<file path="src/rtl/composite_timing_gen.sv">
// Composite video timing generator driving a two-resistor DAC.
//
// Walks an h counter (0..LINE_CYCLES-1) and a line counter (0..LINES-1), requests pixels from an
// external source during the active window and produces sync/black/grey/white levels on
// {output_450ohm, output_900ohm} = 00 sync, 01 black, 10 grey, 11 white.
//
// Pipeline: counters -> stage 1 (pixel_req/pixel_x/pixel_y, level decode) -> stage 2 (DAC,
// frame_start). DAC and frame_start therefore lag the counters by exactly two clocks; pixel_data
// is sampled on the clock after pixel_req and merged in at stage 2.
//
// Optional feature: define VSYNC_SERRATION_EN to split each vsync line into two serrated
// half-lines.
//
// Ports:
//   clk            rising-edge clock
//   reset_n        synchronous active-low reset (priority over enable)
//   enable         run the timing when high; low holds counters at 0 and the DAC at black
//   pixel_data     level of the requested pixel, valid the clock after pixel_req
//   pixel_req      one-cycle request for the pixel at (pixel_x, pixel_y)
//   pixel_x/y      coordinates of the requested pixel
//   output_450ohm  DAC MSB
//   output_900ohm  DAC LSB
//   frame_start    one-cycle marker on the first output clock of line 0, h 0
module composite_timing_gen #(
  parameter int unsigned LINE_CYCLES       = 1716,
  parameter int unsigned HSYNC_CYCLES      = 127,
  parameter int unsigned ACTIVE_START      = 300,
  parameter int unsigned PIXELS            = 256,
  parameter int unsigned PIXEL_DIV         = 5,
  parameter int unsigned LINES             = 262,
  parameter int unsigned ACTIVE_LINE_START = 20,
  parameter int unsigned ACTIVE_LINES      = 224,
  parameter int unsigned VSYNC_START       = 247,
  parameter int unsigned VSYNC_LINES       = 3,
  localparam int unsigned XW = (PIXELS > 1) ? $clog2(PIXELS) : 1,
  localparam int unsigned YW = (ACTIVE_LINES > 1) ? $clog2(ACTIVE_LINES) : 1
) (
  input  logic          clk,
  input  logic          reset_n,
  input  logic          enable,
  input  logic [1:0]    pixel_data,
  output logic          pixel_req,
  output logic [XW-1:0] pixel_x,
  output logic [YW-1:0] pixel_y,
  output logic          output_450ohm,
  output logic          output_900ohm,
  output logic          frame_start
);

  localparam int unsigned HW = $clog2(LINE_CYCLES + 1);
  localparam int unsigned LW = $clog2(LINES + 1);
  localparam int unsigned DW = (PIXEL_DIV > 1) ? $clog2(PIXEL_DIV) : 1;
  localparam int unsigned ACTIVE_END = ACTIVE_START + PIXELS * PIXEL_DIV;

  localparam logic [1:0] LvlSync  = 2'b00;
  localparam logic [1:0] LvlBlack = 2'b01;

  // Elaboration-time parameter checks.
  if (PIXEL_DIV == 0) begin : g_bad_div
    $error("PIXEL_DIV must be at least 1");
  end
  if (ACTIVE_END > LINE_CYCLES) begin : g_bad_hwin
    $error("active window extends past the end of the line");
  end
  if (HSYNC_CYCLES >= ACTIVE_START) begin : g_bad_hsync
    $error("HSYNC_CYCLES must be below ACTIVE_START");
  end
  if (ACTIVE_LINE_START + ACTIVE_LINES > LINES) begin : g_bad_awin
    $error("active line window exceeds LINES");
  end
  if (VSYNC_START + VSYNC_LINES > LINES) begin : g_bad_vwin
    $error("vsync line window exceeds LINES");
  end
`ifdef VSYNC_SERRATION_EN
  if (LINE_CYCLES % 2 != 0) begin : g_bad_half
    $error("VSYNC_SERRATION_EN requires an even LINE_CYCLES");
  end
`endif

  // Counters
  logic [HW-1:0] h_q, h_d;
  logic [LW-1:0] line_q, line_d;
  logic [DW-1:0] div_q, div_d;
  logic [XW-1:0] px_q, px_d;
  // Stage 1
  logic          req_q, req_d;
  logic [XW-1:0] x_q, x_d;
  logic [YW-1:0] y_q, y_d;
  logic [1:0]    s1_level_q, s1_level_d;
  logic          s1_first_q, s1_first_d;
  logic          s1_hold_q, s1_hold_d;
  logic          s1_frame_q, s1_frame_d;
  // Stage 2
  logic [1:0]    dac_q, dac_d;
  logic [1:0]    pix_q, pix_d;
  logic          frame_q, frame_d;

  logic       run;
  logic       h_wrap, in_win, vs_line, act_line;
  logic [1:0] pix_level;
`ifdef VSYNC_SERRATION_EN
  logic [HW-1:0] hh;
`endif

  assign run      = reset_n & enable;
  assign h_wrap   = (h_q == HW'(LINE_CYCLES - 1));
  assign in_win   = (h_q >= HW'(ACTIVE_START)) && (h_q < HW'(ACTIVE_END));
  assign vs_line  = (line_q >= LW'(VSYNC_START)) && (line_q < LW'(VSYNC_START + VSYNC_LINES));
  assign act_line = (line_q >= LW'(ACTIVE_LINE_START)) &&
                    (line_q < LW'(ACTIVE_LINE_START + ACTIVE_LINES));
  // Active video never drives sync: a zero pixel becomes black.
  assign pix_level = (pixel_data == 2'b00) ? LvlBlack : pixel_data;

  // Counter next state
  always_comb begin
    h_d    = '0;
    line_d = '0;
    div_d  = '0;
    px_d   = '0;
    if (run) begin
      h_d    = h_wrap ? '0 : h_q + 1'b1;
      line_d = line_q;
      div_d  = div_q;
      px_d   = px_q;
      if (h_wrap) begin
        line_d = (line_q == LW'(LINES - 1)) ? '0 : line_q + 1'b1;
        div_d  = '0;
        px_d   = '0;
      end else if (in_win) begin
        if (div_q == DW'(PIXEL_DIV - 1)) begin
          div_d = '0;
          px_d  = px_q + 1'b1;
        end else begin
          div_d = div_q + 1'b1;
        end
      end
    end
  end

  // Stage 1: decode the level for the current counter position
  always_comb begin
    s1_level_d = LvlBlack;
    s1_first_d = 1'b0;
    s1_hold_d  = 1'b0;
    s1_frame_d = 1'b0;
    req_d      = 1'b0;
    x_d        = x_q;
    y_d        = y_q;
`ifdef VSYNC_SERRATION_EN
    hh = (h_q >= HW'(LINE_CYCLES / 2)) ? h_q - HW'(LINE_CYCLES / 2) : h_q;
`endif
    if (!run) begin
      x_d = '0;
      y_d = '0;
    end else begin
      s1_frame_d = (h_q == '0) && (line_q == '0);
      if (vs_line) begin
`ifdef VSYNC_SERRATION_EN
        s1_level_d = (hh < HW'(LINE_CYCLES / 2 - HSYNC_CYCLES)) ? LvlSync : LvlBlack;
`else
        s1_level_d = (h_q < HW'(LINE_CYCLES - HSYNC_CYCLES)) ? LvlSync : LvlBlack;
`endif
      end else if (act_line && in_win) begin
        s1_first_d = (div_q == '0);
        s1_hold_d  = (div_q != '0);
        req_d      = (div_q == '0);
        if (div_q == '0) begin
          x_d = px_q;
          y_d = YW'(line_q - LW'(ACTIVE_LINE_START));
        end
      end else begin
        s1_level_d = (h_q < HW'(HSYNC_CYCLES)) ? LvlSync : LvlBlack;
      end
    end
  end

  // Stage 2: merge the sampled pixel level; enable/reset force black at once
  always_comb begin
    dac_d   = LvlBlack;
    pix_d   = pix_q;
    frame_d = 1'b0;
    if (run) begin
      frame_d = s1_frame_q;
      if (s1_first_q) begin
        dac_d = pix_level;
        pix_d = pix_level;
      end else if (s1_hold_q) begin
        dac_d = pix_q;
      end else begin
        dac_d = s1_level_q;
      end
    end
  end

  always_ff @(posedge clk) begin
    if (!reset_n) begin
      h_q        <= '0;
      line_q     <= '0;
      div_q      <= '0;
      px_q       <= '0;
      req_q      <= 1'b0;
      x_q        <= '0;
      y_q        <= '0;
      s1_level_q <= LvlBlack;
      s1_first_q <= 1'b0;
      s1_hold_q  <= 1'b0;
      s1_frame_q <= 1'b0;
      dac_q      <= LvlBlack;
      pix_q      <= LvlBlack;
      frame_q    <= 1'b0;
    end else begin
      h_q        <= h_d;
      line_q     <= line_d;
      div_q      <= div_d;
      px_q       <= px_d;
      req_q      <= req_d;
      x_q        <= x_d;
      y_q        <= y_d;
      s1_level_q <= s1_level_d;
      s1_first_q <= s1_first_d;
      s1_hold_q  <= s1_hold_d;
      s1_frame_q <= s1_frame_d;
      dac_q      <= dac_d;
      pix_q      <= pix_d;
      frame_q    <= frame_d;
    end
  end

  assign pixel_req     = req_q;
  assign pixel_x       = x_q;
  assign pixel_y       = y_q;
  assign output_450ohm = dac_q[1];
  assign output_900ohm = dac_q[0];
  assign frame_start   = frame_q;

endmodule
</file>
<file path="config.mk">
export PLATFORM = sky130hd
export DESIGN_NAME = composite_timing_gen
export DESIGN_NICKNAME = d
export VERILOG_FILES = /design/src/rtl/composite_timing_gen.sv
export SDC_FILE = /design/constraint.sdc
export NUM_CORES = 1
export LEC_CHECK = 0
export BUFFER_PORTS_ARGS = -buffer_cell sky130_fd_sc_hd__clkbuf_2
export CORE_MARGIN = 10
export CORE_UTILIZATION = 40
export CTS_BUF_LIST = sky130_fd_sc_hd__clkbuf_8
export DETAILED_ROUTE_END_ITERATION = 10
export GPL_TIMING_DRIVEN = 0
export SLEW_MARGIN = 40
export SYNTH_ARGS = -nofsm -noshare
export SYNTH_HDL_FRONTEND = slang
export SYNTH_SLANG_ARGS = --single-unit
</file>
<file path="constraint.sdc">
create_clock -name clk -period 3 [get_ports clk]
set_input_delay 0.15 -clock clk [delete_from_list [all_inputs] [get_ports clk]]
set_output_delay 0.15 -clock clk [all_outputs]
set_load 0.02 [all_outputs]
</file>
==> results of run 1 <==
-- stage by stage --
step	cells	instance area (um2)	hold slack, ns
2_1_floorplan	325	2690	0.239
3_3_place_gp	426	2910	0.387
3_5_place_dp	426	2910	0.396
4_1_cts	434	3000	0.0593
5_1_grt	434	3000	0.0832
6_report	434	3000	0.0687
-- routing by layer --
layer | vias to the layer above | global-route usage (%) | share of wire, %
met5 | - | 0 | 0
met4 | 0 | 2.60 | 0.79
met3 | 5 | 2.43 | 3.3
met2 | 32 | 19.5 | 48
met1 | 1022 | 14.5 | 47
li1 | 1197 | - | -
-- kinds of logic after synthesis --
family | after synthesis | synth area share [%]
XOR/XNOR | 20 | 6.51
AND/OR/NAND/NOR | 129 | 23.9
adder cells (fa/ha/maj) | 12 | 5.58
AO/OA/AOI/OAI | 75 | 16.6
buffers and inverters | 31 | 5.02
multiplexers | 2 | 0.790
flip-flops | 56 | 41.7
-- layout by cell type (no fill, tap or decap), types with 5 or more instances in the layout --
cell,synthesis,final
clkbuf_8,0,5
clkbuf_1,15,15
inv_1,11,12
ha_1,12,12
a211oi_1,6,6
nand3_1,27,27
clkbuf_2,0,24
xor2_1,5,5
and3_1,6,6
or3_1,5,5
dfxtp_1,56,56
a21oi_1,32,32
nor2_1,34,34
xnor2_1,15,15
nand2_1,25,25
nor3_1,9,9
o21ai_0,22,22
-- sequential cells by signal, indices dropped and copies added (netlist names) --
signal and flops:
dac_q 2, div_q 3, frame_start 1, h_q 11
line_q 9, pix_q 2, pixel_x 8, pixel_y 8
px_q 8, s1_first_q 1, s1_frame_q 1, s1_hold_q 1
s1_level_q 1
-- area by class of cell --
cell class                      instances  area [um2]
Tap cell                               77        96.3
Sequential cell                        56        1120
Clock buffer                            5        68.8
Clock inverter                          3        20.0
Multi-Input combinational cell        238        1440
Fill cell                             673        3460
Timing Repair Buffer                   24         120
Buffer                                 20        93.8
Inverter                               11        41.3
-- power groups by stage --
stage / clock network [uW] / logic [uW] / registers [uW]
3_3_place_gp: 0 / 30.3 / 766
5_1_grt: 450 / 33.9 / 750
2_1_floorplan: 0 / 17.6 / 766
3_5_place_dp: 0 / 30.3 / 766
4_1_cts: 428 / 30.6 / 749
6_report: 408 / 29.9 / 749
-- path summary, 6_finish.rpt --
| check | end | slack (ns) | depth (start not counted) |
|---|---|---|---|
| setup reg to reg | pixel_x[7]$_SDFFE_PN0P_ | 0.30 | 10 |
| hold reg to reg | pixel_x[6]$_SDFFE_PN0P_ | 0.48 | 2 |
| hold / removal | pix_q[0]$_SDFFE_PN1P_ | 0.07 | 2 |
| setup / recovery | pixel_x[7]$_SDFFE_PN0P_ | 0.30 | 10 |
==> reports/results.tsv, run 1 <==
metric	value	unit
cts_buffer_depth	2	
io_pins	25	
wirelength	5920	um
power_frac_comb	2.5	%
worstPathArrival	2.94	ns
drv_slew	0	
path_buf_inv	4	
power_frac_clock	34.4	%
diodes	0	
num_rows	29	
synth_flop_cell	dfxtp_1	
yosysSeqAreaShare	41.7	%
fin_nets	373	
grt_pass1_vias	2120	
dieWidth	102	um
run_status	complete, no violations	
hold_violations	0	
synth_most_common_cell	dfxtp_1	
ys_warn_count	0	
track_usage	11.5	%
syn_inst	325	
cts_tree	yes	
ys_async_sr_fraction	0	%
p_total	1190	uW
die_y	102	um
drv_cap	0	
post_cts.repair.setup_buffers	0	
globalRouteOverflowTotal	0	
drc	0	
syn-num-nets	342	
hold_class	primary input to register	
slew_headroom	52.7	%
start_util	41.7	%
ant_nets	0	
vias_per_cell	5.20	
crit_family	buffers and inverters	
ys_types	42	
fmaxAchievable	371	MHz
synth_seq_cells	56	
crit-reg2reg-launch	line_q[3]$_SDFFE_PN0P_	
criticalPathCategory	register to register	
die_area	10400	um2
setup_viol	0	
utilization	46.4	%
core	6460	um2
worstSetupStartpoint	line_q[3]$_SDFFE_PN0P_	
dr.pass1.iters	4	
syn_to_final_growth	11.3	%
crit_path_cell_trace	clkbuf_1 > inv_1 > ha_1 > a211oi_1 > a2bb2oi_1 > and2_1 > clkbuf_1 > clkbuf_1 > nand3_1 > a21oi_1	
totalNegativeSetupSlack	0	ns
drive_above_1_share	11.8	%
cp_slowest_cell	dfxtp_1	
startpoint_type	register	
synth-edff-count	0	
num_vias	2256	
power.density_cell_area	396	nW/um2
cts_max_level	2	
synth_commonest_cells	dfxtp_1 (56), nor2_1 (34), a21oi_1 (32)	
antenna_found_initial	0	
finalCritPeriodShare	89.9	%
cpPeakStageDelay	0.34	ns
cts_root_buffer	clkbuf_8	
required	3.25	ns
worst_pin_slew	0.702	ns
pwr-share-seq	63.1	%
fin_crit	2.70	ns
cp_max_fo	10	
numCtsBuffers	5	
rsz0062_at_grt	false	
grt_pass1_wl	9940	um
ir_drop	0.000160	V
wire_per_inst	13.6	um
endpoint_kind	register	
place_ws	0.321	ns
place.gp.congestion	0.890	
synth.top_cell.area_share	41.7	%
hold_buffers	0	
ctsResizeCount	0	
grt_max_degree	18	
power.internal	919	uW
hp-start	reset_n	
io_buffers	24	
drt-initial-drc-count	96	
crit_top_cell	clkbuf_1	
avgSynthCellArea	8.28	um2
postLayoutSetupSlackWorst	0.302	ns
clkTransAtPathRegs	0.10	ns
dp_hpwl	4450	um
clock_skew	0.00517	ns
p_sw_share	22.6	%
cts_sinks	56	
synthDominantAreaCellType	dfxtp_1	
leakage	0.00108	uW
syn_area	2690	um2
switchingPower	268	uW
clk-insertion-delay-late	0.31	ns
yosys-top-cells-area	dfxtp_1 (42%), a21oi_1 (6.0%), ha_1 (5.6%), nand3_1 (5.0%), xnor2_1 (4.9%)	
(Power assumes the default switching activity.)
==> run 2, diff against run 1 <==
REMOVE_ABC_BUFFERS = 1   (was default)
==> reports/results.tsv, run 2 (synthesis gave the netlist of run 1 again) <==
metric	value	unit	change
hold_class	primary input to register		
diodes	0		unchanged
die_area	10400	um2	unchanged
cp_max_fo	16		+6
hold_ws	0.0915	ns	+0.0228 ns
place.gp.congestion	0.863		-3.1%
ant_nets	0		unchanged
criticalPathCategory	register to register		
post_dp_cell_area	2840	um2	-2.5%
num_vias	2267		+0.49%
finalCritPeriodShare	82.9	%	-7.0 points
grt_max_degree	33		+15
hold_depth	2		unchanged
cts_sinks	56		unchanged
clock_skew	0.0136	ns	+0.00847 ns
slew_headroom	50.3	%	-2.4 points
core	6460	um2	unchanged
track_usage	11.4	%	-0.059 points
drv_cap	0		unchanged
path_buf_inv	1		-3
layoutNonFillerInstCount	415		-4.4%
wire_per_inst	14.0	um	+2.8%
globalRouteOverflowTotal	0		unchanged
cts_max_level	2		unchanged
startpoint_type	register		
hold_buffers	0		unchanged
required	3.22	ns	-0.03 ns
vias_per_cell	5.46		+5.1%
dp_hpwl	4070	um	-8.6%
antenna_found_initial	0		unchanged
fin_crit	2.49	ns	-0.210 ns
crit_family	compound AO/OA/AOI/OAI gates		
placedCellCount	407		-4.5%
dieWidth	102	um	unchanged
ir_drop	0.000179	V	+12%
top_register	h_q		
utilization	46.0	%	-0.39 points
worstPathArrival	2.71	ns	-0.23 ns
cts_tree	yes		
numCtsBuffers	5		unchanged
final_cell_area	2970	um2	-0.83%
cts_root_buffer	clkbuf_8		
path_depth	7		-3
wirelength	5820	um	-1.7%
drive_above_1_share	12.1	%	+0.37 points
post_cts.repair.setup_buffers	0		unchanged
drc	0		unchanged
grt_pass1_wl	9980	um	+0.35%
reg_top3	h_q: 11 flops, line_q: 9 flops		
endpoint_kind	register		
layout_common_cells	dfxtp_1 (56), nor2_1 (33), a21oi_1 (32)		
r2r_cells	7		-3
run_status	complete, no violations		
fmaxAchievable	402	MHz	+8.4%
fin_nets	354		-5.1%
dr.pass1.iters	4		unchanged
clk-insertion-delay-late	0.31	ns	about the same
leakage	0.00107	uW	-0.82%
setup_viol	0		unchanged
crit_top_cell	a211oi_1		
totalNegativeSetupSlack	0	ns	unchanged
power.density_cell_area	439	nW/um2	+11%
cts_buffer_depth	2		unchanged
drv_slew	0		unchanged
die_y	102	um	unchanged
cp_slowest_cell	and2_1		
io_pins	25		unchanged
drt-initial-drc-count	111		+16%
largest_reg_flops	11		unchanged
layout_commonest_cell	dfxtp_1		
num_rows	29		unchanged
syn_to_final_growth	10.4	%	
hold_violations	0		unchanged
worst_pin_slew	0.744	ns	+0.0418 ns
cpPeakStageDelay	0.57	ns	+0.23 ns
start_util	41.7	%	unchanged
ctsResizeCount	0		unchanged
io_buffers	24		unchanged
crit_path_cell_trace	inv_1 > ha_1 > a211oi_1 > a2bb2oi_1 > and2_1 > a21oi_1 > a211oi_1		
rsz0062_at_grt	false		
grt_pass1_vias	2099		-0.99%
clkTransAtPathRegs	0.10	ns	about the same
fillers	662		-1.6%
## run 2: path summary, 6_finish.rpt
check / to / from / slack (ns)
worst min register to register: frame_start$_SDFF_PN0_ / s1_frame_q$_SDFF_PN0_ / 0.48
worst max register to register: pixel_y[7]$_SDFFE_PN0P_ / line_q[3]$_SDFFE_PN0P_ / 0.51
worst max-delay path: pixel_y[7]$_SDFFE_PN0P_ / line_q[3]$_SDFFE_PN0P_ / 0.51
worst min-delay path: pix_q[0]$_SDFFE_PN1P_ / reset_n / 0.09
## run 2: worst register-to-register path, cell delays in order (launching register included)
cell       delay (ns)
dfxtp_1          0.48
inv_1            0.15
ha_1             0.25
a211oi_1         0.23
a2bb2oi_1        0.32
and2_1           0.57
a21oi_1          0.16
a211oi_1         0.23
## run 2: power by group
group	internal (uW)	leakage (uW)	switching [uW]	total, uW
combinational	9.12	0.000554	21.1	30.2
clock	273	0.0000614	252	525
sequential	746	0.000452	2.71	749
## run 2: per-stage QoR
step	worst slack, ns	total power [uW]
finish	0.512	1300
global route	0.262	1350
global placement	0.0642	795
floorplan	0.840	783
CTS	0.504	1320
detailed placement	0.529	795
## run 2: cell type report
cell class / count / area, um2 / share of cell area, %
Multi-Input combinational cell: 238 / 1460 / 49.0
Sequential cell: 56 / 1120 / 37.7
Timing Repair Buffer: 25 / 135 / 4.55
Tap cell: 77 / 96.3 / 3.24
Clock buffer: 6 / 82.6 / 2.78
Inverter: 11 / 41.3 / 1.39
Clock inverter: 2 / 38.8 / 1.31
## run 2: per-layer routing
layer / GRT usage [%] / vias to the layer above / routed length (um)
li1: - / 1154 / -
met1: 14.1 / 1075 / 2820
met2: 19.3 / 31 / 2750
met3: 2.43 / 7 / 193
met4: 3.80 / 0 / 60
met5: 0 / - / 0
==> run 3, diff against run 2 <==
clock period = 2.15 ns   (was 3 ns; I/O delays follow)
==> reports/results.tsv, run 3 (synthesis gave the netlist of run 1 again) <==
metric	value	unit	change
grt_use_met2	20.0	%	+0.69 points
io_buffers	24		unchanged
ir_drop	0.000249	V	+39%
drc	0		unchanged
cts_max_level	2		unchanged
wire_per_inst	14.0	um	-0.21%
layout_commonest_cell	dfxtp_1		
diodes	0		unchanged
wirelength	5880	um	+1.0%
required	2.34	ns	-0.88 ns
worst_pin_slew	0.530	ns	-0.213 ns
cts_buffer_depth	2		unchanged
hold_depth	2		unchanged
die_area	10400	um2	unchanged
layoutNonFillerInstCount	420		+1.2%
largest_reg_flops	11		unchanged
die_y	102	um	unchanged
drv_slew	0		unchanged
crit_path_cell_trace	ha_1 > nand4_1 > or3_4 > nor4_4 > xnor2_1 > nor2_2		
hold_ws	0.0497	ns	-0.0418 ns
syn_to_final_growth	13.4	%	
run_status	complete, no violations		
num_rows	29		unchanged
track_usage	11.5	%	+0.11 points
place.gp.congestion	0.863		unchanged
layout_common_cells	dfxtp_1 (53), nor2_1 (32), a21oi_1 (32)		
cp_slowest_cell	or3_4		
drt-initial-drc-count	120		+8.1%
numCtsBuffers	5		unchanged
ant_nets	0		unchanged
crit-reg2reg-launch	h_q[1]$_SDFF_PP0_		
top_register	h_q		
use_met3	2.56	%	+0.13 points
fillers	647		-2.3%
endpoint_kind	register		
hold_class	primary input to register		
worstPathArrival	2.26	ns	-0.45 ns
num_vias	2272		+0.22%
slew_headroom	64.5	%	+14 points
hp-start	reset_n		
cts_sinks	56		unchanged
antenna_found_initial	0		unchanged
grt_pass1_vias	2119		+0.95%
dieWidth	102	um	unchanged
grt_max_degree	33		unchanged
dp_hpwl	4070	um	unchanged
start_util	41.7	%	unchanged
io_pins	25		unchanged
grt_pass1_wl	10000	um	+0.62%
postLayoutSetupSlackWorst	0.0834	ns	-0.429 ns
grt_use_met1	13.8	%	-0.28 points
fin_nets	359		+1.4%
hold_violations	0		unchanged
globalRouteOverflowTotal	0		unchanged
reg_top3	h_q: 11 flops, line_q: 9 flops		
worstHoldEndpoint	pix_q[0]$_SDFFE_PN1P_		
core	6460	um2	unchanged
place_ws	-0.321	ns	-0.850 ns
cp_max_fo	9		-7
clock_skew	0.0104	ns	-0.00321 ns
criticalPathCategory	register to register		
setup_viol	0		unchanged
cts_tree	yes		
grt-busiest-layer	met2		
hold_buffers	0		unchanged
clk-insertion-delay-late	0.31	ns	about the same
drive_above_1_share	16.3	%	+4.2 points
power.density_cell_area	595	nW/um2	+36%
p_total	1820	uW	+39%
finalCritPeriodShare	96.1	%	+13 points
cpPeakStageDelay	0.51	ns	-0.06 ns
utilization	47.2	%	+1.2 points
fin_crit	2.07	ns	-0.421 ns
dr.pass1.iters	4		unchanged
clkTransAtPathRegs	0.10	ns	about the same
r2r_slack	0.08	ns	-0.43 ns
drv_cap	0		unchanged
placedCellCount	407		unchanged
vias_per_cell	5.41		-0.97%
r2r_cells	6		-1
cts_root_buffer	clkbuf_8		
leakage	0.00110	uW	+3.1%
fmaxAchievable	484	MHz	+20%
startpoint_type	register		
timing.rr.end	line_q[7]$_SDFFE_PN0P_		
[run 3: metal layers]
metal | vias up | wire length, um
li1 | 1166 | -
met1 | 1073 | 2800
met2 | 27 | 2890
met3 | 6 | 160
met4 | 0 | 28
met5 | - | 0
[run 3: worst max-delay path, delay by kind of cell (launching register included)]
kind                     cells  cell delay [ns]
flip-flops                   1             0.44
XOR/XNOR                     1             0.16
AND/OR/NAND/NOR              4             1.09
adder cells (fa/ha/maj)      1             0.25
[run 3: power by group]
part           internal [uW]  switching (uW)  total [uW]
Clock                    381             347         729
Combinational           12.9            29.2        42.1
Sequential              1040            3.82        1050
[run 3: through the flow]
step	setup TNS [ns]	instance area, um2
6_report	0	3050
5_1_grt	-0.0152	3050
4_1_cts	-0.00224	3000
3_5_place_dp	-7.14	2840
3_3_place_gp	-18.86	2810
2_1_floorplan	-0.0196	2600
[run 3: how the worst max path moves through the flow]
stage / startpoint / to / slack [ns] / cells after the start
after global placement: h_q[2]$_SDFF_PP0_ / pixel_y[3]$_SDFFE_PN0P_ / -0.79 / 5
after CTS: h_q[0]$_SDFF_PP0_ / line_q[7]$_SDFFE_PN0P_ / -0.002 / 6
final: h_q[1]$_SDFF_PP0_ / line_q[7]$_SDFFE_PN0P_ / 0.08 / 6
after floorplan: h_q[2]$_SDFF_PP0_ / pixel_y[2]$_SDFFE_PN0P_ / -0.01 / 5
after detailed placement: line_q[3]$_SDFFE_PN0P_ / pixel_y[3]$_SDFFE_PN0P_ / -0.32 / 7
after global routing: h_q[1]$_SDFF_PP0_ / line_q[7]$_SDFFE_PN0P_ / -0.02 / 6
[run 3: final cells by class]
type,instances,area (um2),area share (%)
Tap cell,77,96.3,3.16
Inverter,11,41.3,1.35
Clock buffer,6,82.6,2.71
Sequential cell,56,1120,36.9
Timing Repair Buffer,30,185,6.07
Multi-Input combinational cell,238,1480,48.6
Clock inverter,2,38.8,1.27
[run 3: timing repair]
action,CTS,global route
pin swaps,0,1
setup buffers,0,5
gates resized for setup,9,3
setup endpoints to repair,37,39
hold endpoints to repair,0,0
